### config.mk
export PLATFORM = sky130hd
export DESIGN_NAME = matrix_mult_seq_flat
export DESIGN_NICKNAME = d
export VERILOG_FILES = /design/src/rtl/matrix_mult_seq_if.sv /design/src/rtl/matrix_mult_seq.sv /design/src/flat_wrapper.sv
export SDC_FILE = /design/constraint.sdc
export NUM_CORES = 1
export LEC_CHECK = 0
export ABC_AREA = 0
export BUFFER_PORTS_ARGS = -buffer_cell sky130_fd_sc_hd__buf_2
export CORE_MARGIN = 2
export CORE_UTILIZATION = 65
export DETAILED_ROUTE_END_ITERATION = 10
export GPL_TIMING_DRIVEN = 0
export PLACE_DENSITY_LB_ADDON = 0.08
export SYNTH_ARGS = -nofsm -noshare
export SYNTH_HDL_FRONTEND = slang
export SYNTH_SLANG_ARGS = --single-unit
### constraint.sdc
create_clock -name clk -period 10.95 [get_ports clk]
set_input_delay 0.5475 -clock clk [delete_from_list [all_inputs] [get_ports clk]]
set_output_delay 0.5475 -clock clk [all_outputs]
set_load 0.01 [all_outputs]
### src/rtl/matrix_mult_seq_if.sv
// -----------------------------------------------------------------------------
// matrix_mult_seq_if
// Stream interface of the sequential matrix multiplier.
//   in_valid / in_ready / in_data    : element stream of A then B, row-major
//   out_valid / out_ready / out_data : element stream of C, row-major
//   busy                             : block is computing or draining
// Modports:
//   master : the side that feeds elements and consumes results
//   slave  : the multiplier itself
// -----------------------------------------------------------------------------
interface matrix_mult_seq_if #(
    parameter int W  = 4,
    parameter int OW = 9
);
    logic          in_valid;
    logic          in_ready;
    logic [W-1:0]  in_data;
    logic          out_valid;
    logic          out_ready;
    logic [OW-1:0] out_data;
    logic          busy;

    modport master (
        output in_valid,
        output in_data,
        output out_ready,
        input  in_ready,
        input  out_valid,
        input  out_data,
        input  busy
    );

    modport slave (
        input  in_valid,
        input  in_data,
        input  out_ready,
        output in_ready,
        output out_valid,
        output out_data,
        output busy
    );
endinterface

### src/rtl/matrix_mult_seq.sv
// -----------------------------------------------------------------------------
// matrix_mult_seq
// Sequential NxN unsigned matrix multiplier C = A * B.
//   LOAD    : accepts 2*N*N elements (A then B, row-major) on in_valid&&in_ready
//   COMPUTE : N^3 cycles, one multiply-accumulate per cycle (k, then j, then i)
//   DRAIN   : streams C row-major under out_valid/out_ready backpressure
// Ports:
//   clk  : clock, rising edge
//   rst  : synchronous active-high reset
//   bus  : matrix_mult_seq_if.slave (input stream, output stream, busy)
// Result width OW = 2*W + clog2(N) holds N*(2^W-1)^2 without wrap.
// -----------------------------------------------------------------------------
module matrix_mult_seq #(
    parameter  int N  = 2,
    parameter  int W  = 4,
    localparam int OW = 2 * W + $clog2(N)
) (
    input  logic                 clk,
    input  logic                 rst,
    matrix_mult_seq_if.slave     bus
);

    localparam int CW = $clog2(N);          // i/j/k counter width
    localparam int IW = $clog2(N * N);      // element index width
    localparam int LW = $clog2(2 * N * N);  // load counter width

    typedef enum logic [1:0] {
        ST_LOAD    = 2'd0,
        ST_COMPUTE = 2'd1,
        ST_DRAIN   = 2'd2
    } state_t;

    state_t        state_r;
    state_t        state_nxt_s;

    logic [LW-1:0] load_cnt_r;
    logic [CW-1:0] i_r;
    logic [CW-1:0] j_r;
    logic [CW-1:0] k_r;
    logic [OW-1:0] acc_r;
    logic [IW-1:0] idx_r;
    logic [OW-1:0] out_data_r;
    logic          out_valid_r;
    logic          in_ready_r;
    logic          busy_r;

    logic [W-1:0]  a_mem [N*N];
    logic [W-1:0]  b_mem [N*N];
    logic [OW-1:0] c_mem [N*N];

    logic          accept_s;
    logic          load_last_s;
    logic          k_last_s;
    logic          j_last_s;
    logic          i_last_s;
    logic          comp_last_s;
    logic          xfer_s;
    logic          idx_last_s;
    logic          a_we_s;
    logic          b_we_s;
    logic          c_we_s;
    logic [IW-1:0] a_wr_idx_s;
    logic [IW-1:0] b_wr_idx_s;
    logic [IW-1:0] a_rd_idx_s;
    logic [IW-1:0] b_rd_idx_s;
    logic [IW-1:0] c_wr_idx_s;
    logic [2*W-1:0] prod_s;
    logic [OW-1:0] mac_s;

    // Control decode: handshakes, loop-end flags, memory addressing and the MAC.
    always_comb begin
        accept_s    = 1'b0;
        load_last_s = 1'b0;
        k_last_s    = 1'b0;
        j_last_s    = 1'b0;
        i_last_s    = 1'b0;
        comp_last_s = 1'b0;
        xfer_s      = 1'b0;
        idx_last_s  = 1'b0;
        a_we_s      = 1'b0;
        b_we_s      = 1'b0;
        c_we_s      = 1'b0;
        a_wr_idx_s  = IW'(0);
        b_wr_idx_s  = IW'(0);
        a_rd_idx_s  = IW'(0);
        b_rd_idx_s  = IW'(0);
        c_wr_idx_s  = IW'(0);
        prod_s      = (2*W)'(0);
        mac_s       = OW'(0);

        // Input is only consumed in LOAD; in_valid elsewhere is ignored.
        accept_s    = (state_r == ST_LOAD) && bus.in_valid;
        load_last_s = (load_cnt_r == LW'(2 * N * N - 1));
        a_we_s      = accept_s && (load_cnt_r <  LW'(N * N));
        b_we_s      = accept_s && (load_cnt_r >= LW'(N * N));
        a_wr_idx_s  = IW'(load_cnt_r);
        b_wr_idx_s  = IW'(load_cnt_r - LW'(N * N));

        k_last_s    = (k_r == CW'(N - 1));
        j_last_s    = (j_r == CW'(N - 1));
        i_last_s    = (i_r == CW'(N - 1));
        comp_last_s = (state_r == ST_COMPUTE) && k_last_s && j_last_s && i_last_s;

        a_rd_idx_s  = IW'(i_r) * IW'(N) + IW'(k_r);
        b_rd_idx_s  = IW'(k_r) * IW'(N) + IW'(j_r);
        c_wr_idx_s  = IW'(i_r) * IW'(N) + IW'(j_r);
        prod_s      = (2*W)'(a_mem[a_rd_idx_s]) * (2*W)'(b_mem[b_rd_idx_s]);
        mac_s       = acc_r + OW'(prod_s);
        c_we_s      = (state_r == ST_COMPUTE) && k_last_s;

        xfer_s      = (state_r == ST_DRAIN) && bus.out_ready;
        idx_last_s  = (idx_r == IW'(N * N - 1));
    end

    // Next-state logic of the LOAD -> COMPUTE -> DRAIN sequencer.
    always_comb begin
        state_nxt_s = state_r;
        case (state_r)
            ST_LOAD: begin
                if (accept_s && load_last_s) begin
                    state_nxt_s = ST_COMPUTE;
                end else begin
                    state_nxt_s = ST_LOAD;
                end
            end
            ST_COMPUTE: begin
                if (comp_last_s) begin
                    state_nxt_s = ST_DRAIN;
                end else begin
                    state_nxt_s = ST_COMPUTE;
                end
            end
            ST_DRAIN: begin
                if (xfer_s && idx_last_s) begin
                    state_nxt_s = ST_LOAD;
                end else begin
                    state_nxt_s = ST_DRAIN;
                end
            end
            default: begin
                state_nxt_s = ST_LOAD;
            end
        endcase
    end

    // State register; status outputs are registered from the next state so they
    // line up exactly with the state they describe.
    always_ff @(posedge clk) begin
        if (rst) begin
            state_r     <= ST_LOAD;
            in_ready_r  <= 1'b1;
            out_valid_r <= 1'b0;
            busy_r      <= 1'b0;
        end else begin
            state_r     <= state_nxt_s;
            in_ready_r  <= (state_nxt_s == ST_LOAD);
            out_valid_r <= (state_nxt_s == ST_DRAIN);
            busy_r      <= (state_nxt_s != ST_LOAD);
        end
    end

    // Counters, accumulator and the registered output element.
    always_ff @(posedge clk) begin
        if (rst) begin
            load_cnt_r <= LW'(0);
            i_r        <= CW'(0);
            j_r        <= CW'(0);
            k_r        <= CW'(0);
            acc_r      <= OW'(0);
            idx_r      <= IW'(0);
            out_data_r <= OW'(0);
        end else begin
            case (state_r)
                ST_LOAD: begin
                    if (accept_s) begin
                        load_cnt_r <= load_last_s ? LW'(0) : load_cnt_r + LW'(1);
                    end
                end
                ST_COMPUTE: begin
                    if (k_last_s) begin
                        // C[i][j] takes acc+product this cycle; start the next dot product clean.
                        k_r   <= CW'(0);
                        acc_r <= OW'(0);
                        if (j_last_s) begin
                            j_r <= CW'(0);
                            i_r <= i_last_s ? CW'(0) : i_r + CW'(1);
                        end else begin
                            j_r <= j_r + CW'(1);
                        end
                    end else begin
                        k_r   <= k_r + CW'(1);
                        acc_r <= mac_s;
                    end
                    // C[0] was written long before the final MAC, so it is safe to
                    // present it on the same edge that enters DRAIN.
                    if (comp_last_s) begin
                        out_data_r <= c_mem[IW'(0)];
                    end
                end
                ST_DRAIN: begin
                    if (xfer_s) begin
                        if (idx_last_s) begin
                            idx_r <= IW'(0);
                        end else begin
                            idx_r      <= idx_r + IW'(1);
                            out_data_r <= c_mem[idx_r + IW'(1)];
                        end
                    end
                end
                default: begin
                    idx_r <= IW'(0);
                end
            endcase
        end
    end

    // Operand and result storage; contents persist across jobs and are fully
    // rewritten by each job, so no reset is needed.
    always_ff @(posedge clk) begin
        if (a_we_s) begin
            a_mem[a_wr_idx_s] <= bus.in_data;
        end
        if (b_we_s) begin
            b_mem[b_wr_idx_s] <= bus.in_data;
        end
        if (c_we_s) begin
            c_mem[c_wr_idx_s] <= mac_s;
        end
    end

    assign bus.in_ready  = in_ready_r;
    assign bus.out_valid = out_valid_r;
    assign bus.out_data  = out_data_r;
    assign bus.busy      = busy_r;

endmodule

### src/flat_wrapper.sv
// flat-port wrapper written by rule: the top's interface ports become plain ports
module matrix_mult_seq_flat 
#(
    parameter  int N  = 2,
    parameter  int W  = 4,
    localparam int OW = 2 * W + $clog2(N)
)
  (clk, rst, bus_in_valid, bus_in_data, bus_out_ready, bus_in_ready, bus_out_valid, bus_out_data, bus_busy);
  matrix_mult_seq_if #(.W(W)) bus_i ();
  input  logic clk;
  input  logic rst;
  input wire logic [$bits(bus_i.in_valid)-1:0] bus_in_valid;
  input wire logic [$bits(bus_i.in_data)-1:0] bus_in_data;
  input wire logic [$bits(bus_i.out_ready)-1:0] bus_out_ready;
  output wire logic [$bits(bus_i.in_ready)-1:0] bus_in_ready;
  output wire logic [$bits(bus_i.out_valid)-1:0] bus_out_valid;
  output wire logic [$bits(bus_i.out_data)-1:0] bus_out_data;
  output wire logic [$bits(bus_i.busy)-1:0] bus_busy;
  assign bus_i.in_valid = bus_in_valid;
  assign bus_i.in_data = bus_in_data;
  assign bus_i.out_ready = bus_out_ready;
  assign bus_in_ready = bus_i.in_ready;
  assign bus_out_valid = bus_i.out_valid;
  assign bus_out_data = bus_i.out_data;
  assign bus_busy = bus_i.busy;
  matrix_mult_seq #(.N(N), .W(W)) u_core (.clk(clk), .rst(rst), .bus(bus_i));
endmodule
==> results_dict.tcl <==
set metrics [dict create \
    syn_area_per_cell_um2 12.9 \
    dieHeight_um 88.5 \
    totalNegativeSetupSlack_ns 0 \
    yosys_warnings 0 \
    syn2layout_area_growth_pct 9.01 \
    cts_inserted_buffers 9 \
    cts_root_buf "clkbuf_8" \
    end_kind "flip-flop" \
    max-slew-margin-rel 0.148 \
    cts_buffer_depth 2 \
    cp-endpoint "u_core.c_mem[1][8]" \
    timing.final.crit_period_ns 4.43 \
    maxCapViolations 0 \
    finalClockSkew_ns 0.0142 \
    ctsHoldBuffers 0 \
    rows 30 \
    synth_cells 360 \
    dr_total_vias 2782 \
    vias_per_cell 5.67 \
    finalHoldViolations 0 \
    post_cts_buffers 0 \
    drt_wl_total_um 8100 \
    reg2reg_depth 13 \
    yosysSeqAreaShare 0.574 \
    final-setup-viol-count 0 \
    start_util 0.679 \
    cts_num_sinks 99 \
    power-per-cell-area_mw_per_mm2 135 \
    nFillCells 467 \
    grt_pass1_wl_um 12800 \
    synth_edf_count 68 \
    ioPinCount 20 \
    synth_ff_type "edfxtp_1" \
    post_cts_resized 0 \
    wl_per_cell_um 16.5 \
    die_x_um 88.5 \
    place_congestion 0.783 \
    grt_pass1_vias 2635 \
    postRouteAntennaNets 0 \
    yosysUniqueCellTypes 48 \
    overflow 0 \
    syn-num-nets 400 \
    fin_cells 491 \
    drive_gt1_frac 0.182 \
    rsz0062_at_grt "no" \
    syn_area_mm2 0.00464 \
    fin_nets 430 \
    synthArstFlopShare 0 \
    port_buffers 19 \
    grt_max_degree 21 \
    finalCritPeriodShare 0.405 \
    r2r-start "u_core.j_last_s" \
    critPathRequiredTime_ns 11.10 \
    path_max_fanout 9 \
    tightest_slew_ns 1.27 \
    die_area_mm2 0.00783 \
    n_antenna_cell 0 \
    hp-class "in2reg" \
    cts.clk_slew.worst_paths_ns 0.11 \
    ir_drop_v 0.000129 \
    drc_errors 0 \
    dp_cells 475 \
    antenna_found_initial 0 \
    rrSetupSlack_ns 6.52 \
    clk_latency_ns 0.37 \
    timing.setup.critical_path_class "reg2reg" \
    fmax_ghz 0.226 \
    arrival_ns 4.58 \
    grt_usage 0.222 \
    core_area_mm2 0.00683 \
    drt_first_pass_iters 6 \
    cts_tree "built" \
    status "finished clean" \
    leakagePower_nw 1.90 \
    drt_iter0_drc 131 \
    dpl.hpwl_um 6080 \
    synth_seq_cells 99 \
    critPathLaunch "u_core.j_last_s" \
    htreeDepth 3 \
    rr_endpoint "u_core.c_mem[1][8]" \
    slew_violations 0 \
    worstSetupStartpointType "flip-flop" \
]
[logic make-up (layout without fill, tap and decap cells)]
kind of cell | Yosys count | count (layout) | synth area share
AOI/OAI and AO/OA | 62 | 62 | 0.0893
xor gates and xnor gates | 7 | 7 | 0.0132
adders and majority gates | 32 | 32 | 0.101
buffers and inverters | 43 | 78 | 0.0483
DFF | 99 | 99 | 0.574
muxes | 20 | 20 | 0.0669
and+or+nand+nor | 97 | 97 | 0.107
[cells in the mapped netlist (2+ instances only)]
| cell type | number | area, um^2 |
|---|---|---|
| or2_1 | 2 | 12.5 |
| mux2_2 | 8 | 90.1 |
| buf_6 | 4 | 45.0 |
| xor2_1 | 3 | 26.3 |
| clkbuf_1 | 4 | 15.0 |
| nand2b_1 | 2 | 12.5 |
| mux4_2 | 8 | 180 |
| nor3_1 | 6 | 30.0 |
| a21oi_1 | 18 | 90.1 |
| dfxtp_1 | 31 | 621 |
| nand3_1 | 4 | 20.0 |
| mux2i_1 | 4 | 40.0 |
| nor2_1 | 24 | 90.1 |
| buf_4 | 2 | 15.0 |
| clkbuf_8 | 2 | 27.5 |
| inv_1 | 27 | 101 |
| and2_1 | 13 | 81.3 |
| buf_2 | 4 | 20.0 |
| and3_1 | 5 | 31.3 |
| a21o_1 | 2 | 15.0 |
| a211oi_1 | 4 | 30.0 |
| nor2b_1 | 3 | 18.8 |
| nor3b_1 | 4 | 30.0 |
| fa_1 | 9 | 180 |
| o21ai_0 | 4 | 20.0 |
| edfxtp_1 | 68 | 2040 |
| a22oi_1 | 6 | 45.0 |
| xnor2_1 | 4 | 35.0 |
| nand2_1 | 28 | 105 |
| ha_1 | 23 | 288 |
| o22ai_1 | 8 | 50.1 |
| o211ai_1 | 10 | 75.1 |
[per-stage QoR]
step | hold slack [ns] | util | setup slack, ns | cell area [um^2] | power (mW)
2_1_floorplan | 0.457 | - | 6.90 | 4640 | 0.445
3_3_place_gp | 0.438 | 0.710 | 6.57 | 4850 | 0.456
3_5_place_dp | 0.439 | 0.710 | 6.47 | 4850 | 0.458
4_1_cts | 0.383 | 0.740 | 6.45 | 5050 | 0.683
5_1_grt | 0.383 | 0.740 | 6.27 | 5050 | 0.701
6_report | 0.388 | 0.740 | 6.52 | 5050 | 0.680
[worst min path at each step]
stage,from,to,slack (ns),cells past startpoint
6_report,rst,u_core.bus.out_valid,0.39,2
5_1_grt,rst,u_core.bus.out_valid,0.38,2
4_1_cts,rst,u_core.bus.out_valid,0.38,2
3_5_place_dp,u_core.bus.out_data[3],u_core.bus.out_data[3],0.44,2
3_3_place_gp,u_core.bus.out_data[1],u_core.bus.out_data[1],0.44,2
2_1_floorplan,u_core.acc_r[2],u_core.acc_r[2],0.46,2
[area by class of cell]
cell class                 count  area [um^2]  share of cell area
clock buffer                   9          124              0.0245
buffer                        16          123              0.0243
multi-input combinational    218         1750               0.346
clock inverter                 7         78.8              0.0156
tap                           96          120              0.0238
inverter                      27          101              0.0200
sequential                    99         2660               0.527
timing repair buffer          19         95.1              0.0188
[where the power goes]
part | internal, mW | switching (mW)
combinational | 0.0159 | 0.0261
clock | 0.0909 | 0.140
sequential | 0.406 | 0.00149
total | 0.513 | 0.168
[registers in the layout, indices dropped and copies added (netlist names)]
name and flops:
u_core.c_mem 36, u_core.b_mem 16, u_core.load_cnt_r 3, u_core.state_r 2, u_core.i_last_s 1, u_core.a_mem 16, u_core.bus.busy 1, u_core.bus.out_data 9
u_core.idx_r 2, u_core.bus.in_ready 1, u_core.k_last_s 1, u_core.bus.out_valid 1, u_core.acc_r 9, u_core.j_last_s 1
[layout by cell type, fill, tap and decap left out, drive strengths merged, types with 6 or more instances in the layout]
cell type,netlist,final
nor3,6,6
fa,9,9
inv,27,31
clkbuf,6,15
mux4,8,8
o211ai,10,10
ha,23,23
nor2,26,26
buf,10,29
edfxtp,68,68
o22ai,8,8
dfxtp,31,31
a22oi,6,6
nand2,28,28
mux2,8,8
and2,13,13
a21oi,19,19
[worst max-delay path: stages, from the launching register on]
cell      delay (ns)
dfxtp_1         0.33
buf_2           0.24
mux4_2          0.59
nand2_1         0.12
fa_1            0.45
fa_1            0.52
fa_1            0.51
inv_1           0.04
ha_1            0.35
o211ai_1        0.11
o21ai_2         0.18
mux2i_1         0.33
nand2_1         0.11
xnor2_1         0.33
[metal layers]
metal  up-vias  routed length [um]  global-route usage
li1       1357                   -                   -
met5         -                   0                   0
met3        12                 293              0.0345
met1      1368                3580               0.300
met4         0                 125              0.0826
met2        45                4100               0.367
Note: power is estimated with default switching activity, not from simulation.
